**src/rtl/alu_seq_muldiv.sv**
```systemverilog
// Multi-cycle ALU: 16 registered single-cycle operations plus iterative unsigned
// shift-add multiply and restoring divide, with valid/ready on both sides.
module alu_seq_muldiv #(
    parameter int N = 16
) (
    input  logic         clk,
    input  logic         reset,
    input  logic         in_valid,
    output logic         in_ready,
    input  logic [4:0]   aluop,
    input  logic [N-1:0] a,
    input  logic [N-1:0] b,
    input  logic         carry_in,
    output logic         out_valid,
    input  logic         out_ready,
    output logic [N-1:0] y,
    output logic [N-1:0] hi,
    output logic         carry_out,
    output logic         zero,
    output logic         neg,
    output logic         div_zero
);

    localparam int CW = $clog2(N + 1);
    localparam logic [4:0] OP_MULU = 5'h10;
    localparam logic [4:0] OP_DIVU = 5'h11;

    // Handshake: a request is taken when in_valid && in_ready; a result is
    // taken when out_valid && out_ready. Both may happen on the same edge.
    typedef enum logic [1:0] {
        S_IDLE = 2'd0,
        S_MUL  = 2'd1,
        S_DIV  = 2'd2,
        S_DONE = 2'd3
    } state_e;

    state_e         state_q, state_d;
    logic [CW-1:0]  cnt_q;
    logic [4:0]     op_q;
    logic [N-1:0]   a_q, b_q;
    logic           cin_q;
    logic [N-1:0]   acc_q;
    logic [N-1:0]   lo_q;
    logic [N-1:0]   y_q, hi_q;
    logic           carry_q, zero_q, neg_q, dz_q, out_valid_q;

    logic           accept;
    logic           iter_en;
    logic           finish;

    // ---------------- FSM: state register ----------------
    always_ff @(posedge clk or negedge reset) begin
        if (!reset) begin
            state_q <= S_IDLE;
        end else begin
            state_q <= state_d;
        end
    end

    // ---------------- FSM: next state ----------------
    always_comb begin
        state_d = state_q;
        unique case (state_q)
            S_IDLE: begin
                if (accept) begin
                    if (aluop == OP_MULU)      state_d = S_MUL;
                    else if (aluop == OP_DIVU) state_d = S_DIV;
                    else                       state_d = S_DONE;
                end
            end
            S_MUL, S_DIV: begin
                if (cnt_q == '0) state_d = S_DONE;
            end
            S_DONE:  state_d = S_IDLE;
            default: state_d = S_IDLE;
        endcase
    end

    // ---------------- FSM: outputs ----------------
    always_comb begin
        in_ready = (state_q == S_IDLE) && (!out_valid_q || out_ready);
        accept   = in_valid && in_ready;
        iter_en  = (state_q == S_MUL) || (state_q == S_DIV);
        finish   = (state_q == S_DONE);
    end

    // ---------------- single-cycle operations ----------------
    logic [N:0] r;
    always_comb begin
        r = '0;
        unique case (op_q[3:0])
            4'h0: r = '0;
            4'h1: r = {1'b0, a_q};
            4'h2: r = {1'b0, a_q} + {{N{1'b0}}, 1'b1};
            4'h3: r = {1'b0, a_q} - {{N{1'b0}}, 1'b1};
            4'h4: r = {a_q, 1'b0};
            4'h5: r = {a_q[0], 1'b0, a_q[N-1:1]};
            4'h6: r = {a_q, cin_q};
            4'h7: r = {a_q[0], cin_q, a_q[N-1:1]};
            4'h8: r = {1'b0, a_q | b_q};
            4'h9: r = {1'b0, a_q & b_q};
            4'hA: r = {1'b0, a_q ^ b_q};
            4'hB: r = {1'b0, b_q};
            4'hC: r = {1'b0, a_q} + {1'b0, b_q};
            4'hD: r = {1'b0, a_q} - {1'b0, b_q};
            4'hE: r = {1'b0, a_q} + {1'b0, b_q} + {{N{1'b0}}, cin_q};
            4'hF: r = {1'b0, a_q} - {1'b0, b_q} - {{N{1'b0}}, cin_q};
            default: r = '0;
        endcase
    end

    // ---------------- one multiply / divide iteration ----------------
    // Multiply: acc holds the running high half, lo shifts the multiplier out
    // and the product low half in. Divide: acc is the partial remainder, lo
    // shifts the dividend out and the quotient in.
    logic [N:0]   mul_sum;
    logic [N:0]   div_shift;
    logic         div_borrow;
    logic [N-1:0] div_diff;
    logic [N-1:0] acc_d, lo_d;

    always_comb begin
        mul_sum    = {1'b0, acc_q} + (lo_q[0] ? {1'b0, a_q} : {(N+1){1'b0}});
        div_shift  = {acc_q, lo_q[N-1]};
        div_borrow = div_shift < {1'b0, b_q};
        div_diff   = div_shift[N-1:0] - b_q;
        acc_d      = acc_q;
        lo_d       = lo_q;
        if (state_q == S_MUL) begin
            acc_d = mul_sum[N:1];
            lo_d  = {mul_sum[0], lo_q[N-1:1]};
        end else if (state_q == S_DIV) begin
            acc_d = div_borrow ? div_shift[N-1:0] : div_diff;
            lo_d  = {lo_q[N-2:0], ~div_borrow};
        end
    end

    // ---------------- final result selection ----------------
    logic [N-1:0] y_fin, hi_fin;
    logic         c_fin, dz_fin;

    always_comb begin
        y_fin  = '0;
        hi_fin = '0;
        c_fin  = 1'b0;
        dz_fin = 1'b0;
        if (op_q == OP_MULU) begin
            y_fin  = lo_q;
            hi_fin = acc_q;
            c_fin  = |acc_q;
        end else if (op_q == OP_DIVU) begin
            // B == 0 falls out of the iteration as all-ones quotient, remainder A
            y_fin  = lo_q;
            hi_fin = acc_q;
            dz_fin = (b_q == '0);
        end else if (!op_q[4]) begin
            y_fin  = r[N-1:0];
            c_fin  = r[N];
        end
    end

    // ---------------- operand capture and iteration registers ----------------
    always_ff @(posedge clk or negedge reset) begin
        if (!reset) begin
            op_q  <= '0;
            a_q   <= '0;
            b_q   <= '0;
            cin_q <= 1'b0;
            cnt_q <= '0;
            acc_q <= '0;
            lo_q  <= '0;
        end else if (accept) begin
            op_q  <= aluop;
            a_q   <= a;
            b_q   <= b;
            cin_q <= carry_in;
            cnt_q <= CW'(N - 1);
            acc_q <= '0;
            lo_q  <= (aluop == OP_DIVU) ? a : b;
        end else if (iter_en) begin
            acc_q <= acc_d;
            lo_q  <= lo_d;
            if (cnt_q != '0) cnt_q <= cnt_q - CW'(1);
        end
    end

    // ---------------- result registers ----------------
    always_ff @(posedge clk or negedge reset) begin
        if (!reset) begin
            y_q         <= '0;
            hi_q        <= '0;
            carry_q     <= 1'b0;
            zero_q      <= 1'b0;
            neg_q       <= 1'b0;
            dz_q        <= 1'b0;
            out_valid_q <= 1'b0;
        end else if (finish) begin
            y_q         <= y_fin;
            hi_q        <= hi_fin;
            carry_q     <= c_fin;
            zero_q      <= (y_fin == '0);
            neg_q       <= y_fin[N-1];
            dz_q        <= dz_fin;
            out_valid_q <= 1'b1;
        end else if (out_ready) begin
            out_valid_q <= 1'b0;
        end
    end

    assign y         = y_q;
    assign hi        = hi_q;
    assign carry_out = carry_q;
    assign zero      = zero_q;
    assign neg       = neg_q;
    assign div_zero  = dz_q;
    assign out_valid = out_valid_q;

endmodule

```
**config.mk**
```make
export PLATFORM = sky130hd
export DESIGN_NAME = alu_seq_muldiv
export DESIGN_NICKNAME = d
export VERILOG_FILES = /design/src/rtl/alu_seq_muldiv.sv
export SDC_FILE = /design/constraint.sdc
export NUM_CORES = 1
export LEC_CHECK = 0
export CORE_ASPECT_RATIO = 1.25
export CORE_MARGIN = 8
export CORE_UTILIZATION = 55
export DETAILED_ROUTE_END_ITERATION = 6
export PLACE_DENSITY = 0.84
export SETUP_SLACK_MARGIN = 0.3
export SLEW_MARGIN = 20
export SYNTH_ARGS = -nofsm -noshare
export SYNTH_HDL_FRONTEND = slang
export SYNTH_SLANG_ARGS = --single-unit
```
**constraint.sdc**
```tcl
create_clock -name clk -period 4.1 [get_ports clk]
set_clock_uncertainty 0.05 [all_clocks]
set_input_delay 0.82 -clock clk [delete_from_list [all_inputs] [get_ports clk]]
set_output_delay 0.82 -clock clk [all_outputs]
set_load 0.005 [all_outputs]
```
==> qor.txt <==
drc violations: 6
post-synthesis cell count: 1,459
fin crit period: 3.98 ns
Sink Count: 113
remaining global-route overflow: 0
post-DP HPWL: 33,500 um
worst path cell trace: or3_4 -> nor2_4 -> buf_6 -> buf_8 -> ha_4 -> o211ai_1 -> nand2_1 -> and4_1 -> a221o_1 -> a31oi_2 -> xnor2_1 -> a221oi_2 -> a31oi_2 -> buf_4 -> buf_4 -> buf_4 -> mux2_2
Die Y-Extent: 180 um
leading cell types in the layout, fill and taps excluded: 122 x buf_4, 117 x nand2_1, 111 x dfrtp_1, 107 x a21oi_1, 103 x o21ai_0
CP bufs+invs: 5
drt pass-1 iters: 7
DR vias/cell: 6.65
Die ar.: 26,400 um^2
RSZ-0062 raised after global routing: true
final worst-path cycle share: 97.1%
Slew headroom: 19.9%
placed cells: 1,836
wirelength, routed: 45,200 um
Worst EP arrival: 4.25 ns
CTS tree: built
Routed Antenna Nets: 0
number of synthesized register bits: 113
Max clock buf depth: 2
H-Tree Level Count: 4
post-synth cell types: 93
fillers: 1,619
failing checks: design-rule violations
sequential fraction of the synthesis area: 24.0%
highest cell delay on the worst timing path: 0.42 ns
R2R setup slack: 0.12 ns
initial DRC count: 1,532
number of global-route vias before repair: 12.5k
Fmax: 251 MHz
gpl congestion: 1.01
Layout Utilization: 69.6%
Hold/Removal Path Class: primary input to async pin
setup ws final: 0.121 ns
Setup crit start kind: flip-flop
clock buffer count from CTS: 17
critical-path maximum fanout: 6
vias post-DR: 12.6k
slowest cell on the critical path: or3_4
delay-heaviest family, CP: compound AO/OA/AOI/OAI gates
Post-synth top flop: dfrtp_1
setup violators final: 0
IO Port Bufs: 79
area grow syn2layout: 25.5%
most frequent CP cell: buf_4
Initial Util: 55.4%
Root Driver: clkbuf_16
outcome: finished, violations left
Post-Synth Simple-Gate Area: 19.2%
Synth Area per Inst: 8.07 um^2
Worst-Skew Late Latency: 0.43 ns
number of synthesized flops with an enable pin: 0
Mapped Nets: 1,615
pin count of the biggest net entering global routing: 60
Max-Cap Viols: 0
Die W: 147 um
initial antenna violation count: 0
final hold slack: 0.412 ns
largest family of logic cells by synthesized area: compound AO/OA/AOI/OAI gates
Total GRT Usage: 33.2%
Syn Std Cell Area: 11,800 um^2
Cell Rows: 60
nets@finish: 1,762
Final Hold Viols: 0
Multi-input gate area: 8830 um^2
pre-CTS WS: -0.0332 ns
Post-CTS Hold Buffers: 0
post-synthesis mux area share: 5.17%
Ports: 80
WS Path Type: flip-flop to flip-flop
Slew Viols, Final: 0
first-pass GRT wire length: 69,400 um
worst slew pin tran: 1.20 ns
Synth warnings: 0
Post-Synth Adder-Cell Area: 12.4%
share of layout cells above drive strength 1: 17.4%
Setup crit end kind: flip-flop
Core Area: 21,200 um^2
antenna cells: 0
commonest non-fill, non-tap cell in the layout: buf_4
post-synthesis compound-gate area fraction: 27.1%
ys async rst share: 100%
routed len/inst: 23.8 um
post-route insts no fill: 1,898
Clock transition at path regs: 0.06 ns
xor and xnor area share after synthesis: 6.29%
WP data required: 4.37 ns
register area: 2830 um^2
==> layer usage <==
metal	share of wire [%]	track usage [%]	vias to the layer above
met3	8.6	6.23	201
met1	38	39.9	6017
li1	-	-	5687
met5	0	0	-
met4	6.3	19.8	0
met2	47	54.1	719
==> path summary, 6_finish.rpt <==
check                                    startpoint               endpoint  depth (start not counted)
worst max-delay path            op_q[2]$_DFFE_PN0P_      y[14]$_DFFE_PN0P_                         17
worst min-delay path                          reset  carry_out$_DFFE_PN0P_                          1
worst max register to register  op_q[2]$_DFFE_PN0P_      y[14]$_DFFE_PN0P_                         17
worst min register to register     y[1]$_DFFE_PN0P_       y[1]$_DFFE_PN0P_                          1
max in group asynchronous                     reset     a_q[1]$_DFFE_PN0P_                          2
min in group clk                   y[1]$_DFFE_PN0P_       y[1]$_DFFE_PN0P_                          1
==> area by class of cell <==
class	count	area share, %
Inverter	89	2.26
Timing Repair Buffer	207	12.1
Multi-Input combinational cell	1178	59.7
Clock inverter	12	1.40
Sequential cell	113	19.1
Clock buffer	20	3.02
Tap cell	279	2.36
==> flip-flops by register name, indices dropped and copies added (netlist names) <==
name	cells
a_q	16
acc_q	16
b_q	16
carry_out	1
cin_q	1
cnt_q	5
div_zero	1
hi	16
lo_q	16
op_q	5
out_valid	1
state_q	2
y	16
zero	1
==> cells in the mapped netlist, drive strengths merged, types with 10 or more instances <==
library cell    n  area, um^2
a211o          17         149
xnor2          66         593
o211ai         16         120
inv            89         334
nor4           18         125
a221oi         18         158
or3            11        70.1
a21oi         115         583
mux2           15         169
nand2b         19         119
o21bai         10        75.1
buf            23         133
o221ai         10        87.6
a21o           16         120
nand2         119         447
xor2           16         148
a22oi          18         135
nor3           36         185
a31oi          17         113
mux2i          44         440
dfrtp         113        2830
nand3          46         230
and3           13        81.3
o21a           12        90.1
ha            109        1360
o21ai         117         589
nand4          17         106
and2           23         144
nor2          100         375
clkbuf         56         210
a211oi         28         228
==> metrics by stage <==
stage / TNS, ns / cell area, um^2
floorplan: 0 / 11800
global route: 0 / 14800
CTS: 0 / 14300
global placement: 0 / 13400
detailed placement: -0.0332 / 13400
finish: 0 / 14800
==> what timing repair did <==
action | in CTS | in global routing
cloned | 0 | 0
setup buffers | 10 | 20
resized for setup | 33 | 70
setup endpoints to repair | 6 | 13
pin swaps | 19 | 43
==> logic make-up after synthesis <==
| kind of cell | after synthesis |
|---|---|
| xor+xnor | 82 |
| simple gates | 450 |
| mux | 59 |
| buf+inv | 168 |
| fa+ha+maj | 114 |
| flops | 113 |
| compound gates | 473 |
Power is left out: the tool's default activity adds up to more than one toggle a clock period on the data nets, which glitch-free logic cannot reach.
